$ cat src/rtl/capture_dma_ctrl.sv
// capture_dma_ctrl
// Copies one captured packet from the on-chip packet buffer into an SDRAM
// window, one 32-bit word per Avalon-MM write toward the F2SDRAM port.
//
// Ports
//   clk             system clock
//   reset           synchronous, active-low reset
//   ctrl            control register: bit 2 = START, bit 3 = ABORT
//   pkt_begin       first buffer word index (inclusive)
//   pkt_end         last buffer word index (inclusive)
//   write_address   SDRAM byte base address (bits 1:0 ignored)
//   state           FSM state: IDLE=00 FETCH=01 WRITE=10 DONE=11
//   busy / done     run in progress / run finished
//   error           last run rejected or aborted (valid while done=1)
//   xfer_count      words accepted by SDRAM in the current or last run
//   buf_rd_en/addr  packet buffer read strobe and word address
//   buf_rd_data     buffer data, valid the cycle after buf_rd_en
//   avm_*           Avalon-MM write master toward SDRAM
module capture_dma_ctrl #(
    parameter int N      = 32,
    parameter int BUF_AW = 10
) (
    input  logic              clk,
    input  logic              reset,
    input  logic [N-1:0]      ctrl,
    input  logic [N-1:0]      pkt_begin,
    input  logic [N-1:0]      pkt_end,
    input  logic [N-1:0]      write_address,
    output logic [1:0]        state,
    output logic              busy,
    output logic              done,
    output logic              error,
    output logic [N-1:0]      xfer_count,
    output logic              buf_rd_en,
    output logic [BUF_AW-1:0] buf_rd_addr,
    input  logic [N-1:0]      buf_rd_data,
    output logic [N-1:0]      avm_address,
    output logic              avm_write,
    output logic [N-1:0]      avm_writedata,
    input  logic              avm_waitrequest
);

    typedef enum logic [1:0] {
        ST_IDLE  = 2'b00,
        ST_FETCH = 2'b01,
        ST_WRITE = 2'b10,
        ST_DONE  = 2'b11
    } state_t;

    // Largest run the buffer can hold: 2^BUF_AW words, at N+1 bits.
    localparam logic [N:0]   MAX_LEN = {{(N-BUF_AW){1'b0}}, 1'b1, {BUF_AW{1'b0}}};
    localparam logic [N-1:0] ONE_N   = {{(N-1){1'b0}}, 1'b1};
    localparam logic [N:0]   ONE_N1  = {{N{1'b0}}, 1'b1};

    state_t      state_r;
    logic        start_q_r;
    logic        armed_r;      // START has been seen low since reset
    logic        phase_b_r;    // FETCH sub-phase: 0 = read issued, 1 = data capture
    logic        abort_r;      // ABORT seen while a write was pending
    logic [N-1:0] begin_r;
    logic [N-1:0] base_r;
    logic [N:0]   len_r;

    logic        start_edge_s;
    logic [N:0]  len_s;
    logic [N-1:0] next_count_s;
    logic [N-1:0] rd_sum_s;
    logic [N-1:0] wr_addr_s;
    logic        last_word_s;
    logic        unused_bits_s;

    // armed_r keeps a START level held high across reset from looking like a new edge.
    assign start_edge_s = ctrl[2] & ~start_q_r & armed_r;
    assign len_s        = {1'b0, pkt_end} - {1'b0, pkt_begin} + ONE_N1;
    // xfer_count doubles as the word index of the run.
    assign next_count_s = xfer_count + ONE_N;
    assign rd_sum_s     = begin_r + next_count_s;
    assign wr_addr_s    = base_r + (xfer_count << 2);
    assign last_word_s  = ({1'b0, next_count_s} == len_r);
    assign state        = state_r;

    assign unused_bits_s = ^{ctrl[N-1:4], ctrl[1:0], write_address[1:0], rd_sum_s[N-1:BUF_AW]};

    // Run sequencer: state, run context and every registered output.
    always_ff @(posedge clk) begin
        if (!reset) begin
            state_r       <= ST_IDLE;
            start_q_r     <= 1'b0;
            armed_r       <= 1'b0;
            phase_b_r     <= 1'b0;
            abort_r       <= 1'b0;
            begin_r       <= {N{1'b0}};
            base_r        <= {N{1'b0}};
            len_r         <= {(N+1){1'b0}};
            busy          <= 1'b0;
            done          <= 1'b0;
            error         <= 1'b0;
            xfer_count    <= {N{1'b0}};
            buf_rd_en     <= 1'b0;
            buf_rd_addr   <= {BUF_AW{1'b0}};
            avm_address   <= {N{1'b0}};
            avm_write     <= 1'b0;
            avm_writedata <= {N{1'b0}};
        end else begin
            start_q_r <= ctrl[2];
            if (!ctrl[2]) begin
                armed_r <= 1'b1;
            end
            case (state_r)
                ST_IDLE: begin
                    if (start_edge_s) begin
                        begin_r    <= pkt_begin;
                        base_r     <= {write_address[N-1:2], 2'b00};
                        len_r      <= len_s;
                        xfer_count <= {N{1'b0}};
                        error      <= 1'b0;
                        abort_r    <= 1'b0;
                        if (pkt_end < pkt_begin) begin
                            state_r <= ST_DONE;
                            done    <= 1'b1;
                        end else if (len_s > MAX_LEN) begin
                            state_r <= ST_DONE;
                            done    <= 1'b1;
                            error   <= 1'b1;
                        end else begin
                            state_r     <= ST_FETCH;
                            busy        <= 1'b1;
                            phase_b_r   <= 1'b0;
                            buf_rd_en   <= 1'b1;
                            buf_rd_addr <= pkt_begin[BUF_AW-1:0];
                        end
                    end
                end
                ST_FETCH: begin
                    if (ctrl[3]) begin
                        // Any read still in flight is simply dropped.
                        state_r   <= ST_DONE;
                        busy      <= 1'b0;
                        done      <= 1'b1;
                        error     <= 1'b1;
                        buf_rd_en <= 1'b0;
                    end else if (!phase_b_r) begin
                        buf_rd_en <= 1'b0;
                        phase_b_r <= 1'b1;
                    end else begin
                        avm_writedata <= buf_rd_data;
                        avm_address   <= wr_addr_s;
                        avm_write     <= 1'b1;
                        state_r       <= ST_WRITE;
                    end
                end
                ST_WRITE: begin
                    // A pending write is never withdrawn; ABORT takes effect on acceptance.
                    if (ctrl[3]) begin
                        abort_r <= 1'b1;
                    end
                    if (!avm_waitrequest) begin
                        xfer_count <= next_count_s;
                        avm_write  <= 1'b0;
                        if (ctrl[3] || abort_r || last_word_s) begin
                            state_r <= ST_DONE;
                            busy    <= 1'b0;
                            done    <= 1'b1;
                            error   <= ctrl[3] | abort_r;
                        end else begin
                            state_r     <= ST_FETCH;
                            phase_b_r   <= 1'b0;
                            buf_rd_en   <= 1'b1;
                            buf_rd_addr <= rd_sum_s[BUF_AW-1:0];
                        end
                    end
                end
                ST_DONE: begin
                    if (!ctrl[2]) begin
                        state_r <= ST_IDLE;
                        done    <= 1'b0;
                    end
                end
                default: begin
                    state_r   <= ST_IDLE;
                    busy      <= 1'b0;
                    done      <= 1'b0;
                    buf_rd_en <= 1'b0;
                    avm_write <= 1'b0;
                end
            endcase
        end
    end

endmodule

$ cat config.mk
export PLATFORM = sky130hd
export DESIGN_NAME = capture_dma_ctrl
export DESIGN_NICKNAME = d
export VERILOG_FILES = /design/src/rtl/capture_dma_ctrl.sv
export SDC_FILE = /design/constraint.sdc
export NUM_CORES = 1
export LEC_CHECK = 0
export BUFFER_PORTS_ARGS = -buffer_cell sky130_fd_sc_hd__buf_2
export CAP_MARGIN = 0
export CORE_MARGIN = 4
export CORE_UTILIZATION = 50
export DETAILED_ROUTE_END_ITERATION = 16
export PLACE_DENSITY_LB_ADDON = 0.08
export SYNTH_ARGS = -nofsm -noshare
export SYNTH_HDL_FRONTEND = slang
export SYNTH_SLANG_ARGS = --single-unit
$ cat constraint.sdc
create_clock -name clk -period 4.44 [get_ports clk]
set_clock_uncertainty 0.1 [all_clocks]
set_input_delay 0.444 -clock clk [delete_from_list [all_inputs] [get_ports clk]]
set_output_delay 0.444 -clock clk [all_outputs]
set_load 0.02 [all_outputs]
Yosys cells after proc, flatten, opt, wreduce, memory -nomap -nowiden. Cells that the tools add are included. Widths: inputs -> output; s select.

Flip-flop bits (word level): 190. Bits in latches: 0. Bits in writable memories: 0. Bits in read-only memories: 0. Input bits: 163. Memories kept: 0.

$add $sub $neg: 5. Multipliers: 0. Div/mod/pow operators: 0. Magnitude comparators: 2. Equality and inequality tests: 18. Shift-type cells: 0. Mux-type cells: 57. Bitwise operators: 5. Reduce and logical (&&, ||, !) cells: 18.

Operators by type and width (count): $mux 32 (2); $pmux 32 s2 (1); $mux 10 (5); $add 33x1->33 const B (1); $eq 32x33->1 (1); $gt 33x11->1 const B (1); $sub 32x32->33 (1); $add 32x1->32 const B (1); $add 32x32->32 (1); $lt 32x32->1 (1); $mux 1 (32); $ne 2x2->1 const B (11); $reduce_and 7->1 (3); $pmux 10 s2 (1); $mux 2 (8); $pmux 1 s3 (4); $reduce_and 6->1 (2); $add 10x10->10 (1); $ne 3x3->1 const B (3); $reduce_and 3->1 (3); $pmux 2 s4 (1); $reduce_and 4->1 (2); $reduce_and 5->1 (1); $eq 2x2->1 const B (2); 11 further kinds (16).

Longest topological paths before layout. Gate-level depths: netlist (run 1).

Depth after elaboration: 7. Gate-level depth with buffers: 19. Gate-level depth less buffers: 17.

Least setup slack after synthesis (run 1). OpenSTA, ideal clock, no wires.

Kind: input-to-reg. From: input port pkt_begin[10]. To: register buf_rd_addr[2]. Library setup time: 70 ps. Arrival time: 4550 ps. Data required time: 4270 ps. Path slack: -280 ps. Stages: 17. Buffers on the path: 3. Path through: inv_1 ha_1 inv_1 fa_1 buf_2 and2b_1 a211oi_2 nand2_2 xnor2_1 or4_1 or4_1 or4_1 buf_2 o41ai_4 buf_6 o2111ai_1 a21oi_1.

Word-level cells in the longest chain between the ends: 5. Elaborated cells between the ends (all ways): 7. Classes of those cells: add/sub: 2; order compare: 2; eq/ne: 2; reduce/logical: 1.

Ends and longest elaborated chain: start: declaration (RTL line 26) `input logic [N-1:0] pkt_begin,`; $sub 32x32->33 (RTL line 74) `assign len_s = {1'b0, pkt_end} - {1'b0, pkt_begin} + ONE_N1;`; $add 33x1->33 (RTL line 74); $gt 33x11->1 (RTL line 121) `end else if (len_s > MAX_LEN) begin`; $ne 2x2->1 (no source line); $reduce_and 6->1 (no source line) (*); end signal: assignment (RTL line 100) `buf_rd_addr <= {BUF_AW{1'b0}};`; end signal: assignment (RTL line 130) `buf_rd_addr <= pkt_begin[BUF_AW-1:0];`; end signal: assignment (RTL line 169) `buf_rd_addr <= rd_sum_s[BUF_AW-1:0];`; end: declaration (RTL line 35) `output logic [BUF_AW-1:0] buf_rd_addr,`.

Every way passes the cells marked *; elsewhere a longest branch is shown, timed or not. A chain may end at the register's enable or synchronous reset.

Worst setup path in the final report (run 1).
From: input port pkt_begin[8]. To: register buf_rd_addr[8].

Word-level cells in the longest chain between the ends: 5. Elaborated cells between the ends (all ways): 11. Classes of those cells: add/sub: 2; order compare: 2; eq/ne: 2; mux: 4; reduce/logical: 1.

Ends and longest elaborated chain (RTL line): $sub 32x32->33 (74); $add 33x1->33 (74); $gt 33x11->1 (121); $ne 2x2->1 (no source line); $reduce_and 6->1 (no source line).

Several ways; a longest one is shown, not always the timed one. The select of a mux whose other input is x is not followed.

==> qor.log, run 1 <==
INFO  synth          post_synth_most_frequent_cells=sky130_fd_sc_hd__nand2_1, sky130_fd_sc_hd__a21oi_1, sky130_fd_sc_hd__dfxtp_1, sky130_fd_sc_hd__ha_1, sky130_fd_sc_hd__nor2_1
INFO  cells_and_area drive_above_1_share=24.6%
INFO  sta            timing.max_slew.rel_slack=22.5%
INFO  setup_path     regToRegStartpoint=xfer_count[1]
INFO  cts            cts_max_level=4
INFO  routing        post_drt_via_cell_ratio=5.53
INFO  floorplanning  die_area=28,800µm²
INFO  run_status     run_status=complete, no violations
INFO  global_routing grt.overflow.total=0
INFO  routing        wire_per_inst=16.5µm
INFO  global_routing grt_max_degree=78
INFO  synth          share_of_the_yosys_chip_area_belonging_to_registers=28.8%
INFO  global_routing vias_in_the_first_global_route=12,600
INFO  hold_path      worstHoldPathCells=3
INFO  cells_and_area antenna_diode_instance_count=0
INFO  setup_path     buffer_and_inverter_count_on_the_worst_path=5
INFO  sta            final_min_period_over_clock_period=95.4%
INFO  cts            cts-buffers-inserted=17
INFO  synth          synth_area=13,100µm²
INFO  placed_design  post-dp-hpwl=30.9mm
INFO  global_routing antenna_found_initial=0
INFO  cells_and_area post-route-util=64.2%
INFO  hold_path      hold_class=in2reg
INFO  setup_path     ff2ff_setup_slack=0.28ns
INFO  cts            clk_root_buffer_cell=sky130_fd_sc_hd__clkbuf_16
INFO  routing        routed_wirelength=39.3mm
INFO  sta            timing_hold_violations_final=0
INFO  sta            final_max_slew_viols=0
INFO  cts            clkSlewWorstSetupHoldPaths=0.08ns
INFO  setup_path     cp.required=4.68ns
INFO  synth          postSynthAreaPerCell=7.76µm²
INFO  routing        drtPass1Iterations=4
INFO  setup_path     startpoint_kind_of_the_worst_setup_timing_path=input port
INFO  sta            worst-slew-pin-transition=1.16ns
INFO  sta            fmax=236MHz
INFO  setup_path     ff2ff_path_depth=12
INFO  synth          yosysMostFrequentCell=sky130_fd_sc_hd__nand2_1
INFO  floorplanning  num_io_pins=276
INFO  floorplanning  floorplan.initialDensity=51.4%
INFO  cts            cts_num_sinks=188
INFO  setup_path     crit_path_max_fanout=19
INFO  cts            cts-root-to-sink-buffers=2
INFO  sta            setup-tns-final=0ns
INFO  synth          synthDominantAreaCellType=sky130_fd_sc_hd__dfxtp_1
INFO  cts            tritoncts=yes
INFO  setup_path     delay_contributed_by_the_slowest_stage_of_the_critical_path=0.62ns
INFO  hold_path      origin_of_the_worst_min_delay_path=buf_rd_data[20]
INFO  placed_design  port_bufs=241
INFO  cells_and_area layout.cells.non_filler=2,380
INFO  routing        drt_drc_violations_left=0
INFO  sta            finalSetupViolCount=0
INFO  cts            clk-insertion-delay-late=0.44ns
INFO  setup_path     arrival_time_at_the_worst_endpoint=4.47ns
INFO  global_routing global_route.usage.total=26.4%
INFO  floorplanning  die_y=170µm
INFO  synth          syn-instance-count=1,686
INFO  synth          async_s_r_ff_share_synth=0%
INFO  floorplanning  design.core.area=25,500µm²
INFO  sta            setup_repair_after_global_routing_missed_its_margin=yes
INFO  sta            finalWorstPathRequiredPeriod=4.24ns
INFO  synth          dominant_cells_by_area_after_synthesis=sky130_fd_sc_hd__dfxtp_1, sky130_fd_sc_hd__ha_1, sky130_fd_sc_hd__a21oi_1, sky130_fd_sc_hd__nand2_1, sky130_fd_sc_hd__xnor2_1
INFO  synth          ys_types=90
INFO  floorplanning  floorplan.rows=58
INFO  setup_path     timing.critical_path.mode_cell=sky130_fd_sc_hd__buf_4
INFO  synth          yosys_warnings=0
INFO  power_and_ir_drop vdd_ir_drop_max=0.230mV
INFO  synth          yosys.area.top_type_share=28.8%
INFO  synth          ys_dominant_reg_cell=sky130_fd_sc_hd__dfxtp_1
INFO  routing        dr_total_vias=13,200
INFO  placed_design  place.detailed.instances=2,348
INFO  setup_path     critical_path.cell_chain=buf_2 -> inv_1 -> ha_1 -> fa_1 -> nand2_1 -> buf_4 -> nor3_2 -> a31oi_4 -> buf_4 -> a211o_2 -> o211ai_1 -> xnor2_1 -> nand3_1 -> or4_4 -> o41ai_4 -> buf_12 -> a21oi_1 -> a311oi_1
INFO  setup_path     slowest_cell_on_the_critical_path=sky130_fd_sc_hd__fa_1
INFO  hold_path      endpoint_of_the_worst_hold_path=avm_writedata[20]
INFO  synth          synth.ff_latch_count=188
INFO  cells_and_area fillCellCount=2,365
INFO  cells_and_area num-nets-final=2,327
INFO  cells_and_area multi_input_comb_area=8720µm²
INFO  setup_path     critical_path.reg2reg.endpoint=phase_b_r
INFO  floorplanning  die_width=170µm
INFO  placed_design  gpl.final_weighted_congestion=0.900
INFO  synth          synth_edf_count=0
INFO  power_and_ir_drop total_leakage_power=7.27nW
INFO  routing        first_iter_violations=778
INFO  routing        ant_nets=0
INFO  power_and_ir_drop powerDensity=341nW/µm²
INFO  setup_path     endpoint_kind=register
INFO  cells_and_area final-seq-area=3760µm²
INFO  job            timing.max_cap.violations=0
INFO  global_routing grt_pass1_wl=62.6mm
INFO  setup_path     cp_top_family=compound AO/OA/AOI/OAI gates
INFO  setup_path     type_of_the_worst_setup_path=in2reg
INFO  cells_and_area flow.area_growth_from_synthesis=24.9%
==> logic make-up (layout without fill, tap and decap cells) <==
kind of cell               count (synthesis)  count (layout)  share of synthesized area (%)
and+or+nand+nor                          586             586                           20.7
AOI/OAI and AO/OA                        494             494                           24.1
DFF                                      188             188                           28.8
buffers and inverters                    174             537                           5.37
adders and majority gates                127             127                           13.2
other                                      1               2                         0.0287
xor gates and xnor gates                 104             104                           6.96
muxes                                     12              12                          0.918
==> routing by layer <==
| metal | global-route usage [%] | routed length, µm |
|---|---|---|
| met5 | 0 | 0 |
| met4 | 10.4 | 1260 |
| met3 | 3.49 | 1770 |
| met2 | 46.2 | 19100 |
| met1 | 33.0 | 17100 |
==> tightest hold or removal path, stage by stage <==
cell	delay, ns
sky130_fd_sc_hd__buf_2	0.09
sky130_fd_sc_hd__nand2_1	0.04
sky130_fd_sc_hd__a21oi_1	0.05
==> sequential cells by signal (all words and copies together), names as in the netlist, 2 cells and up <==
register       flops
len_r             33
xfer_count        32
begin_r           10
avm_writedata     32
buf_rd_addr       10
avm_address       30
base_r            30
state              2
==> report_power, final <==
| part | switching (mW) | leakage [nW] | internal (mW) |
|---|---|---|---|
| registers | 0.0882 | 1.52 | 1.80 |
| clock network | 0.747 | 0.282 | 0.751 |
| logic | 1.28 | 5.47 | 0.917 |
==> cell usage in the layout, fill, tap and decap left out, types with 6 or more instances in the layout <==
cell type                     n
sky130_fd_sc_hd__nand2_1    281
sky130_fd_sc_hd__buf_2      241
sky130_fd_sc_hd__a21oi_1    218
sky130_fd_sc_hd__dfxtp_1    188
sky130_fd_sc_hd__buf_4      178
sky130_fd_sc_hd__ha_1       108
sky130_fd_sc_hd__nor2_1      99
sky130_fd_sc_hd__inv_1       84
sky130_fd_sc_hd__xnor2_1     72
sky130_fd_sc_hd__o21ai_0     57
sky130_fd_sc_hd__nor3_1      32
sky130_fd_sc_hd__xor2_1      31
sky130_fd_sc_hd__nand3_1     31
sky130_fd_sc_hd__a211oi_1    25
sky130_fd_sc_hd__a21o_1      25
sky130_fd_sc_hd__nand4_1     21
sky130_fd_sc_hd__a311oi_1    18
sky130_fd_sc_hd__fa_1        18
sky130_fd_sc_hd__a31oi_1     17
sky130_fd_sc_hd__o211ai_1    17
sky130_fd_sc_hd__clkbuf_16   17
sky130_fd_sc_hd__o21bai_1    15
sky130_fd_sc_hd__nor2b_1     13
sky130_fd_sc_hd__nand2b_1    13
sky130_fd_sc_hd__mux2i_1     12
sky130_fd_sc_hd__and3_1      11
sky130_fd_sc_hd__or2_2       11
sky130_fd_sc_hd__nor4_1      10
sky130_fd_sc_hd__and2_1      10
sky130_fd_sc_hd__o21a_1      10
sky130_fd_sc_hd__a22oi_1      8
sky130_fd_sc_hd__or4_1        7
sky130_fd_sc_hd__o31ai_1      7
sky130_fd_sc_hd__or3_1        6
==> worst max-delay path by stage <==
stage | start | slack (ns) | endpoint | cells after the start
6_report | pkt_begin[8] | 0.20 | buf_rd_addr[8] | 18
5_1_grt | pkt_begin[8] | -0.0004 | buf_rd_addr[7] | 18
4_1_cts | pkt_begin[1] | 0.09 | buf_rd_addr[2] | 19
3_5_place_dp | pkt_begin[1] | -0.45 | buf_rd_addr[8] | 20
3_3_place_gp | pkt_begin[1] | -0.32 | buf_rd_addr[2] | 18
2_1_floorplan | pkt_begin[10] | -0.006 | buf_rd_addr[2] | 17
==> what timing repair did <==
action / CTS / global route
setup buffers: 0 / 0
hold buffers: 0 / 0
endpoints found under the setup margin: 1 / 16
endpoints found under the hold margin: 0 / 0
pin swaps: 0 / 2
resized for setup: 1 / 12
==> final cells by class <==
cell class | instances | share of cell area, %
well taps | 330 | 2.53
clock inverters | 15 | 0.895
multi-input cells | 1325 | 53.3
inverters | 85 | 1.97
flip-flops and latches | 188 | 23.0
clock buffers | 17 | 2.60
repair buffers | 420 | 15.7
==> through the flow <==
stage / hold slack (ns) / power (mW) / area [µm²] / setup slack (ns)
2_1_floorplan: 0.326 / 3.28 / 13100 / -0.00551
3_3_place_gp: 0.335 / 4.04 / 15700 / -0.319
3_5_place_dp: 0.340 / 4.08 / 15700 / -0.451
4_1_cts: 0.121 / 5.58 / 16300 / 0.0866
5_1_grt: 0.126 / 5.93 / 16400 / -0.000439
6_report: 0.136 / 5.58 / 16400 / 0.204
Power figures use the tool's default switching activity.
==> run 2, diff against run 1 <==
- PLACE_DENSITY: default -> 0.74
- PLACE_DENSITY_LB_ADDON: 0.08 -> default
- clock period: 4.44 -> 4 ns (I/O delays scaled with it)
==> qor.log, run 2 (synthesized netlist as in run 1, its figures left out) <==
INFO  run_status     run_status=finished, violations left
INFO  run_status     failing_checks=setup timing
INFO  global_routing grt.overflow.total=0
INFO  routing        dr_total_vias=14,000
INFO  routing        drtPass1Iterations=7
INFO  cts            cts-root-to-sink-buffers=2
INFO  routing        first_iter_violations=1,117
INFO  cts            clkSlewWorstSetupHoldPaths=0.08ns
INFO  routing        routed_wirelength=42.9mm
INFO  power_and_ir_drop vdd_ir_drop_max=0.326mV
INFO  setup_path     regToRegStartpoint=xfer_count[1]
INFO  routing        ant_nets=0
INFO  floorplanning  die_width=170µm
INFO  sta            final_max_slew_viols=0
INFO  routing        post_drt_via_cell_ratio=5.73
INFO  global_routing grt_max_degree=113
INFO  cells_and_area regMostFlops=len_r
INFO  sta            fmax=247MHz
INFO  setup_path     cp.required=4.24ns
INFO  floorplanning  num_io_pins=276
INFO  floorplanning  die_area=28,800µm²
INFO  power_and_ir_drop powerDensity=387nW/µm²
INFO  setup_path     ff2ff_path_depth=14
INFO  setup_path     endpoint_kind=register
INFO  cells_and_area antenna_diode_instance_count=0
INFO  power_and_ir_drop post-layout-total-power=6.70mW
INFO  floorplanning  die_y=170µm
INFO  setup_path     ff2ff_setup_slack=0.28ns
INFO  routing        wire_per_inst=17.5µm
INFO  sta            holdWs=0.0911ns
INFO  floorplanning  design.core.area=25,500µm²
INFO  setup_path     type_of_the_worst_setup_path=in2reg
INFO  setup_path     critical_path.reg2reg.endpoint=error
INFO  floorplanning  floorplan.initialDensity=51.4%
INFO  sta            timing_hold_violations_final=0
INFO  placed_design  place.detailed.instances=2,409
INFO  setup_path     startpoint_kind_of_the_worst_setup_timing_path=input port
INFO  global_routing vias_in_the_first_global_route=13,600
INFO  cells_and_area num-nets-final=2,397
INFO  sta            timing.max_slew.rel_slack=20.3%
INFO  power_and_ir_drop total_leakage_power=7.72nW
INFO  cts            cts_max_level=4
INFO  sta            worst-slew-pin-transition=1.20ns
INFO  cells_and_area drive_above_1_share=29.7%
INFO  cells_and_area mostFrequentLayoutCells=sky130_fd_sc_hd__nand2_1, sky130_fd_sc_hd__buf_2, sky130_fd_sc_hd__buf_4
INFO  setup_path     crit_path_max_fanout=5
INFO  cts            cts-buffers-inserted=17
INFO  cts            clk_root_buffer_cell=sky130_fd_sc_hd__clkbuf_16
INFO  sta            finalWorstPathRequiredPeriod=4.04ns
INFO  cells_and_area top_regs=len_r (33), avm_writedata (32), xfer_count (32)
INFO  cells_and_area flow.area_growth_from_synthesis=32.2%
INFO  global_routing global_route.usage.total=28.3%
INFO  cts            cts_num_sinks=188
INFO  placed_design  place_ws=-0.668ns
INFO  cells_and_area largest_register_ff_count=33
INFO  cts            tritoncts=yes
INFO  placed_design  port_bufs=241
INFO  setup_path     timing_endpoint_of_the_critical_path=buf_rd_addr[9]
INFO  sta            final_min_period_over_clock_period=101%
INFO  sta            finalSetupViolCount=7
INFO  cts            clk-insertion-delay-late=0.44ns
INFO  sta            setup_repair_after_global_routing_missed_its_margin=yes
INFO  cts            post_cts_hold_buffer_count=0
INFO  cells_and_area layout.cells.non_filler=2,450
INFO  cells_and_area post-route-util=67.9%
INFO  routing        drt_drc_violations_left=0
INFO  cells_and_area fillCellCount=2,111
INFO  job            timing.max_cap.violations=0
INFO  sta            timing.final.ws_setup=-0.0441ns
INFO  cells_and_area multi_input_comb_area=9010µm²
INFO  floorplanning  floorplan.rows=58
INFO  cells_and_area final-seq-area=3770µm²
INFO  cells_and_area layout_commonest_cell=sky130_fd_sc_hd__nand2_1
INFO  setup_path     arrival_time_at_the_worst_endpoint=4.29ns
INFO  placed_design  gpl.final_weighted_congestion=0.942
INFO  placed_design  post-dp-hpwl=32.9mm
INFO  global_routing grt_pass1_wl=67.2mm
INFO  hold_path      hold_class=in2reg
INFO  setup_path     startpoint=pkt_begin[2]
INFO  global_routing antenna_found_initial=0
-- run 2: cell types whose count changed in the layout (fill, tap and decap cells not counted), sizes merged --
cell,previous run,this run
clkbuf,17,19
buf,420,488
bufinv,0,2
clkinv,4,5
clkinvlp,1,2
inv,95,91
-- run 2: final cells by class --
class	count	share of cell area (%)
Inverter	85	1.93
Clock inverter	15	1.04
Clock buffer	17	2.46
Sequential cell	188	21.8
Multi-Input combinational cell	1325	52.1
Tap cell	330	2.39
Timing Repair Buffer	490	18.3
-- run 2: through the flow --
step	cell area [µm²]	setup TNS, ns
finish	17300	-0.115
global route	17300	-1.77
CTS	16800	-0.431
detailed placement	16200	-9.63
global placement	16200	-8.03
floorplan	13200	-3.63
-- run 2: repair_timing --
item	in CTS	in global routing
gates cloned	0	2
gates resized for setup	6	85
endpoints found under the setup margin	15	16
setup buffers	0	8
pin swaps	7	22
-- run 2: report_power, final --
group	total (mW)	switching, mW	internal [mW]
Combinational	2.84	1.59	1.25
Clock	1.75	0.809	0.945
Sequential	2.11	0.108	2.00
-- run 2: critical path: stages --
cell                       delay [ns]
sky130_fd_sc_hd__buf_2           0.11
sky130_fd_sc_hd__inv_1           0.05
sky130_fd_sc_hd__ha_2            0.19
sky130_fd_sc_hd__fa_1            0.50
sky130_fd_sc_hd__o21ai_2         0.25
sky130_fd_sc_hd__o21ai_4         0.13
sky130_fd_sc_hd__a31oi_4         0.18
sky130_fd_sc_hd__nand2_2         0.09
sky130_fd_sc_hd__xnor2_2         0.15
sky130_fd_sc_hd__or4_1           0.51
sky130_fd_sc_hd__or4_1           0.40
sky130_fd_sc_hd__or4_4           0.47
sky130_fd_sc_hd__o41ai_4         0.23
sky130_fd_sc_hd__buf_6           0.18
sky130_fd_sc_hd__buf_12          0.13
sky130_fd_sc_hd__a21oi_1         0.07
sky130_fd_sc_hd__a311oi_1        0.25
-- run 2: worst min-delay path by stage --
stage | start | to | slack (ns) | depth (start not counted)
CTS | buf_rd_data[27] | avm_writedata[27] | 0.08 | 3
detailed placement | avm_address[18] | avm_address[18] | 0.34 | 2
finish | buf_rd_data[27] | avm_writedata[27] | 0.09 | 3
global placement | armed_r | armed_r | 0.34 | 2
global route | buf_rd_data[29] | avm_writedata[29] | 0.09 | 3
floorplan | armed_r | armed_r | 0.33 | 2
-- run 2: metal layers --
layer	GRT usage [%]	share of wire (%)	up-vias
met5	0	0	-
met4	11.9	4.0	0
met3	3.05	6.6	125
met2	50.5	49	559
met1	34.6	40	6539
li1	-	-	6805
